**src/rtl/guitar_pkg.sv**
```systemverilog
// Shared types and default parameters for the guitar input front end.
package guitar_pkg;
  localparam int NUM_LANES = 4;

  typedef logic [NUM_LANES-1:0] lane_row_t;

  localparam int DEF_CLK_DIV         = 50000;
  localparam int DEF_DEBOUNCE_CYCLES = 1000;
  localparam int DEF_LANE_DEPTH      = 16;
  localparam int DEF_HIT_POS         = 1;
endpackage

```
**src/rtl/guitar_debounce.sv**
```systemverilog
// Two-flop synchroniser followed by an independent per-bit stability counter.
module guitar_debounce #(
  parameter int WIDTH  = 5,
  parameter int CYCLES = 1000
) (
  input  logic             clk_i,
  input  logic             rst_ni,
  input  logic [WIDTH-1:0] raw_i,
  output logic [WIDTH-1:0] stable_o
);
  // Counter only ever reaches CYCLES-1 before it clears.
  localparam int CNT_W = (CYCLES > 1) ? $clog2(CYCLES) : 1;

  logic [WIDTH-1:0] meta_q, sync_q;
  logic [WIDTH-1:0] stable_q, stable_d;
  logic [CNT_W-1:0] cnt_q [WIDTH];
  logic [CNT_W-1:0] cnt_d [WIDTH];

  always_comb begin
    stable_d = stable_q;
    for (int i = 0; i < WIDTH; i++) begin
      cnt_d[i] = cnt_q[i];
      if (sync_q[i] == stable_q[i]) begin
        cnt_d[i] = '0;
      end else if (cnt_q[i] == CNT_W'(CYCLES - 1)) begin
        stable_d[i] = sync_q[i];
        cnt_d[i]    = '0;
      end else begin
        cnt_d[i] = cnt_q[i] + CNT_W'(1);
      end
    end
  end

  always_ff @(posedge clk_i or negedge rst_ni) begin
    if (!rst_ni) begin
      meta_q   <= '0;
      sync_q   <= '0;
      stable_q <= '0;
      for (int i = 0; i < WIDTH; i++) cnt_q[i] <= '0;
    end else begin
      meta_q   <= raw_i;
      sync_q   <= meta_q;
      stable_q <= stable_d;
      for (int i = 0; i < WIDTH; i++) cnt_q[i] <= cnt_d[i];
    end
  end

  assign stable_o = stable_q;
endmodule

```
**src/rtl/guitar_input_frontend.sv**
```systemverilog
// Debounced frets/strum, gameclk beat divider and scrolling 4-lane note chart feeding the processor.
module guitar_input_frontend
  import guitar_pkg::*;
#(
  parameter int CLK_DIV         = DEF_CLK_DIV,
  parameter int DEBOUNCE_CYCLES = DEF_DEBOUNCE_CYCLES,
  parameter int LANE_DEPTH      = DEF_LANE_DEPTH,
  parameter int HIT_POS         = DEF_HIT_POS
) (
  input  logic                            clock,
  input  logic                            reset,
  input  logic [NUM_LANES-1:0]            btn_raw,
  input  logic                            strum_raw,
  input  logic                            run,
  input  logic [NUM_LANES-1:0]            chart_notes,
  input  logic                            chart_valid,
  output logic                            chart_ready,
  output logic [NUM_LANES-1:0]            buttons,
  output logic                            strum,
  output logic                            gameclk,
  output logic [NUM_LANES-1:0]            intersections,
  output logic [NUM_LANES*LANE_DEPTH-1:0] lanes_flat,
  output logic                            underrun
);
  localparam int DIV_W = $clog2(CLK_DIV);

  logic [DIV_W-1:0] div_q, div_d;
  logic             gameclk_q, gameclk_d;
  logic             underrun_q, underrun_d;
  lane_row_t        slot_q [LANE_DEPTH];
  lane_row_t        slot_d [LANE_DEPTH];
  logic [NUM_LANES:0] db_stable;
  logic             wrap;
  logic             tick;

  guitar_debounce #(
    .WIDTH  (NUM_LANES + 1),
    .CYCLES (DEBOUNCE_CYCLES)
  ) u_debounce (
    .clk_i    (clock),
    .rst_ni   (reset),
    .raw_i    ({strum_raw, btn_raw}),
    .stable_o (db_stable)
  );

  assign wrap = (div_q == DIV_W'(CLK_DIV - 1));
  // Tick marks the rising edge of gameclk; dropping run suppresses it in the same cycle.
  assign tick = run && wrap && !gameclk_q;

  always_comb begin
    div_d      = div_q;
    gameclk_d  = gameclk_q;
    underrun_d = underrun_q;
    for (int i = 0; i < LANE_DEPTH; i++) slot_d[i] = slot_q[i];
    if (run) begin
      if (wrap) begin
        div_d     = '0;
        gameclk_d = ~gameclk_q;
      end else begin
        div_d = div_q + DIV_W'(1);
      end
    end
    if (tick) begin
      for (int i = 0; i < LANE_DEPTH - 1; i++) slot_d[i] = slot_q[i+1];
      slot_d[LANE_DEPTH-1] = chart_valid ? chart_notes : '0;
      if (!chart_valid) underrun_d = 1'b1;
    end
  end

  always_ff @(posedge clock or negedge reset) begin
    if (!reset) begin
      div_q      <= '0;
      gameclk_q  <= 1'b0;
      underrun_q <= 1'b0;
      for (int i = 0; i < LANE_DEPTH; i++) slot_q[i] <= '0;
    end else begin
      div_q      <= div_d;
      gameclk_q  <= gameclk_d;
      underrun_q <= underrun_d;
      for (int i = 0; i < LANE_DEPTH; i++) slot_q[i] <= slot_d[i];
    end
  end

  always_comb begin
    lanes_flat = '0;
    for (int i = 0; i < LANE_DEPTH; i++) lanes_flat[NUM_LANES*i +: NUM_LANES] = slot_q[i];
  end

  assign chart_ready   = tick;
  assign buttons       = db_stable[NUM_LANES-1:0];
  assign strum         = db_stable[NUM_LANES];
  assign gameclk       = gameclk_q;
  assign intersections = slot_q[HIT_POS];
  assign underrun      = underrun_q;
endmodule

```
**config.mk**
```make
export PLATFORM = sky130hd
export DESIGN_NAME = guitar_input_frontend
export DESIGN_NICKNAME = d
export VERILOG_FILES = /design/src/rtl/guitar_pkg.sv /design/src/rtl/guitar_debounce.sv /design/src/rtl/guitar_input_frontend.sv
export SDC_FILE = /design/constraint.sdc
export NUM_CORES = 1
export LEC_CHECK = 0
export ABC_AREA = 1
export BUFFER_PORTS_ARGS = -buffer_cell sky130_fd_sc_hd__buf_2
export CORE_ASPECT_RATIO = 1.4
export CORE_MARGIN = 4
export CORE_UTILIZATION = 47
export DETAILED_ROUTE_END_ITERATION = 8
export PLACE_DENSITY = 0.64
export SETUP_SLACK_MARGIN = 0.2
export SYNTH_ARGS = -nofsm -noshare
export SYNTH_HDL_FRONTEND = slang
export SYNTH_SLANG_ARGS = --single-unit
export TNS_END_PERCENT = 100
```
**constraint.sdc**
```tcl
create_clock -name clock -period 1.7 [get_ports clock]
set_input_delay 0.34 -clock clock [delete_from_list [all_inputs] [get_ports clock]]
set_output_delay 0.34 -clock clock [all_outputs]
set_load 0.05 [all_outputs]
```
==> flow_metrics.tcl <==
set metrics [dict create \
    synth_edf_count 0 \
    setup-violations-final 4 \
    die_h_um 150 \
    layout_min_cycle_time_ns 1.87 \
    cp_max_fo 2 \
    drv_cap 0 \
    wire_per_inst_um 15.3 \
    multi_input_area_um2 2740 \
    cp_data_arrival_time_ns 1.53 \
    power.total_w 0.00844 \
    final_area_um2 8750 \
    rsz0062_at_grt "true" \
    register_area_um2 3680 \
    antenna_cells 0 \
    num_rows 51 \
    ctsLongestPathBuffers 2 \
    ant_nets 0 \
    synth.distinct_cells 27 \
    drc 0 \
    io_pins 89 \
    grt_pass1_wl_um 28400 \
    io_buffer_count 88 \
    syn_nets 829 \
    synth_top_cell_area_share 0.543 \
    cts_tree "built" \
    status "complete, but fails checks" \
    viasPerCell 5.21 \
    hold_viol 0 \
    ys_seq_area_frac 0.543 \
    cts_num_sinks 147 \
    cpMostUsedCell "nor2_4" \
    async_flop_share 1.00 \
    start_util 0.483 \
    synthCells 810 \
    synth_xor_area_frac 0.0233 \
    synth_top_family_by_area "simple AND/OR/NAND/NOR gates" \
    grt_pass1_vias 5895 \
    violations "negative setup slack" \
    drive_above_1_share 0.220 \
    syn_area_per_cell_um2 8.37 \
    critPathBufInv 1 \
    clkSlewWorstSetupHoldPaths_ns 0.06 \
    h-tree-depth 4 \
    syn_to_final_growth_pct 29.1 \
    worst_path_dominant_cell_family "flip-flops" \
    dieArea_um2 16400 \
    grt_usage 0.221 \
    hpwl_um 10700 \
    grt_max_degree 44 \
    drt-initial-drc-count 359 \
    synth.area.top_cells "dfrtp_1, nand2_1, nand4_1" \
    numCtsBuffers 17 \
    core-area_um2 14000 \
    worstPathRequired_ns 1.36 \
    max_stage_delay_ns 0.40 \
    die_w_um 109 \
    fill_cells 1213 \
    gp_congestion 0.863 \
    power.density_nw_per_um2 965 \
    vdd_ir_drop_max_mv 0.791 \
    firstDrtPassIters 5 \
    clk_root_buffer_cell "clkbuf_16" \
    ys_ff_latch 147 \
    place_ws_ns 0.0314 \
    period_share 1.10 \
    synth_compound_area_frac 0.0183 \
    min_path_type "input port to register" \
    slew_violations 0 \
    grt_antenna_before_repair 0 \
    placed_area_um2 7520 \
    synth-simple-area-share 0.328 \
    synth_top_cell_by_area "dfrtp_1" \
    final_cell_mix "nand2_1, dfrtp_1, nor2_1" \
    mostFrequentLayoutCell "nand2_1" \
    fin_nets 956 \
    synth_ff_type "dfrtp_1" \
    clock.fmax_mhz 536 \
    synth_mux_area_frac 0 \
    critPathKind "register to primary output" \
    worst_pin_slew_ns 0.433 \
    crit_chain "ha_4, nand3_2, nor2_4, nand3_4, nor2_4, buf_6" \
    overflow 0 \
    tns_ns -0.204 \
    crit_slowest_cell "dfrtp_1" \
    finalWorstSetupSlack_ns -0.167 \
    cp-end-kind "primary output" \
    fin_skew_ns 0.00593 \
    clock_latency_ns 0.41 \
    route.vias.total 5906 \
    synthAdderAreaFrac 0.0111 \
    start_kind "register" \
    max_slew_margin 0.711 \
    power_leakage_nw 4.65 \
    yosysWarningCount 0 \
    routed_wl_um 17300 \
    syn-cell-area_um2 6780 \
]
==> layout make-up <==
class                           count  area share
Clock inverter                     10      0.0153
Inverter                           76      0.0326
Multi-Input combinational cell    551       0.314
Tap cell                          185      0.0265
Clock buffer                       20      0.0511
Timing Repair Buffer              144       0.140
Sequential cell                   147       0.421
==> final timing paths <==
kind,to,slack [ns],cells after the start,start
min,u_debounce.meta_q[2],0.03,1,btn_raw[2]
max reg2reg,lanes_flat[17],-0.02,12,div_q[1]
min reg2reg,u_debounce.sync_q[1],0.35,0,u_debounce.meta_q[1]
max,chart_ready,-0.17,6,div_q[1]
max in group asynchronous,div_q[3],0.70,3,reset
min in group asynchronous,div_q[14],0.42,2,reset
==> flip-flops by register name (all words and copies together) (netlist names) <==
register             cells
u_debounce.meta_q        5
u_debounce.cnt_q        50
gameclk                  1
underrun                 1
u_debounce.sync_q        5
intersections            4
lanes_flat              60
div_q                   16
u_debounce.stable_o      5
==> cell usage after synthesis (6+ instances only) <==
cell type  number
nand3_1        38
dfrtp_1       147
xor2_1         13
inv_1          75
o21ai_0        12
ha_1            6
nor3_1         28
buf_2           6
nand2_1       243
nand4_1        73
buf_6          10
nor2_1        104
clkbuf_1       10
a21oi_1        10
==> metrics by stage <==
step	hold slack, ns	cells	utilization
after global routing	0.00908	1133	0.623
after CTS	0.0124	1126	0.610
final	0.0291	1133	0.623
after floorplan	0.0444	810	-
after detailed placement	0.295	1073	0.536
after global placement	0.299	1073	0.536
==> layer usage <==
metal  part of all wire  wire, um  track usage
met1               0.42      7270        0.273
met4              0.026       452       0.0917
met2               0.50      8650        0.366
met3              0.056       963       0.0583
met5                  0         0            0
==> kinds of logic (layout without fill, tap and decap cells) <==
logic type | count (synthesis) | in the layout
and+or+nand+nor | 503 | 503
adders and majority gates | 6 | 6
DFF | 147 | 147
buffers and inverters | 112 | 250
AOI/OAI and AO/OA | 24 | 24
xor gates and xnor gates | 18 | 18
==> worst register-to-register path, cell delays in order (launching register included) <==
cell and delay [ns]:
dfrtp_1 0.40, ha_4 0.16, buf_6 0.11, nand2_4 0.05
nor2_4 0.11, nand3_2 0.09, nor2_4 0.12, buf_6 0.14
buf_12 0.12, buf_6 0.10, buf_16 0.11, nand4_1 0.07
nand2_1 0.09
==> where the power goes <==
group | total, W | switching [W] | internal [W]
sequential | 0.00376 | 0.000127 | 0.00364
clock | 0.00369 | 0.00137 | 0.00232
combinational | 0.000978 | 0.000598 | 0.000380
==> timing repair <==
item                                    in CTS  in global routing
cloned                                       9                  1
gates resized for setup                     26                 35
pin swaps                                   27                 32
hold endpoints to repair                    40                  0
hold buffers                                 1                  0
setup buffers                               13                  6
endpoints found under the setup margin      76                114
No activity file was read; power rests on OpenSTA's default activity.
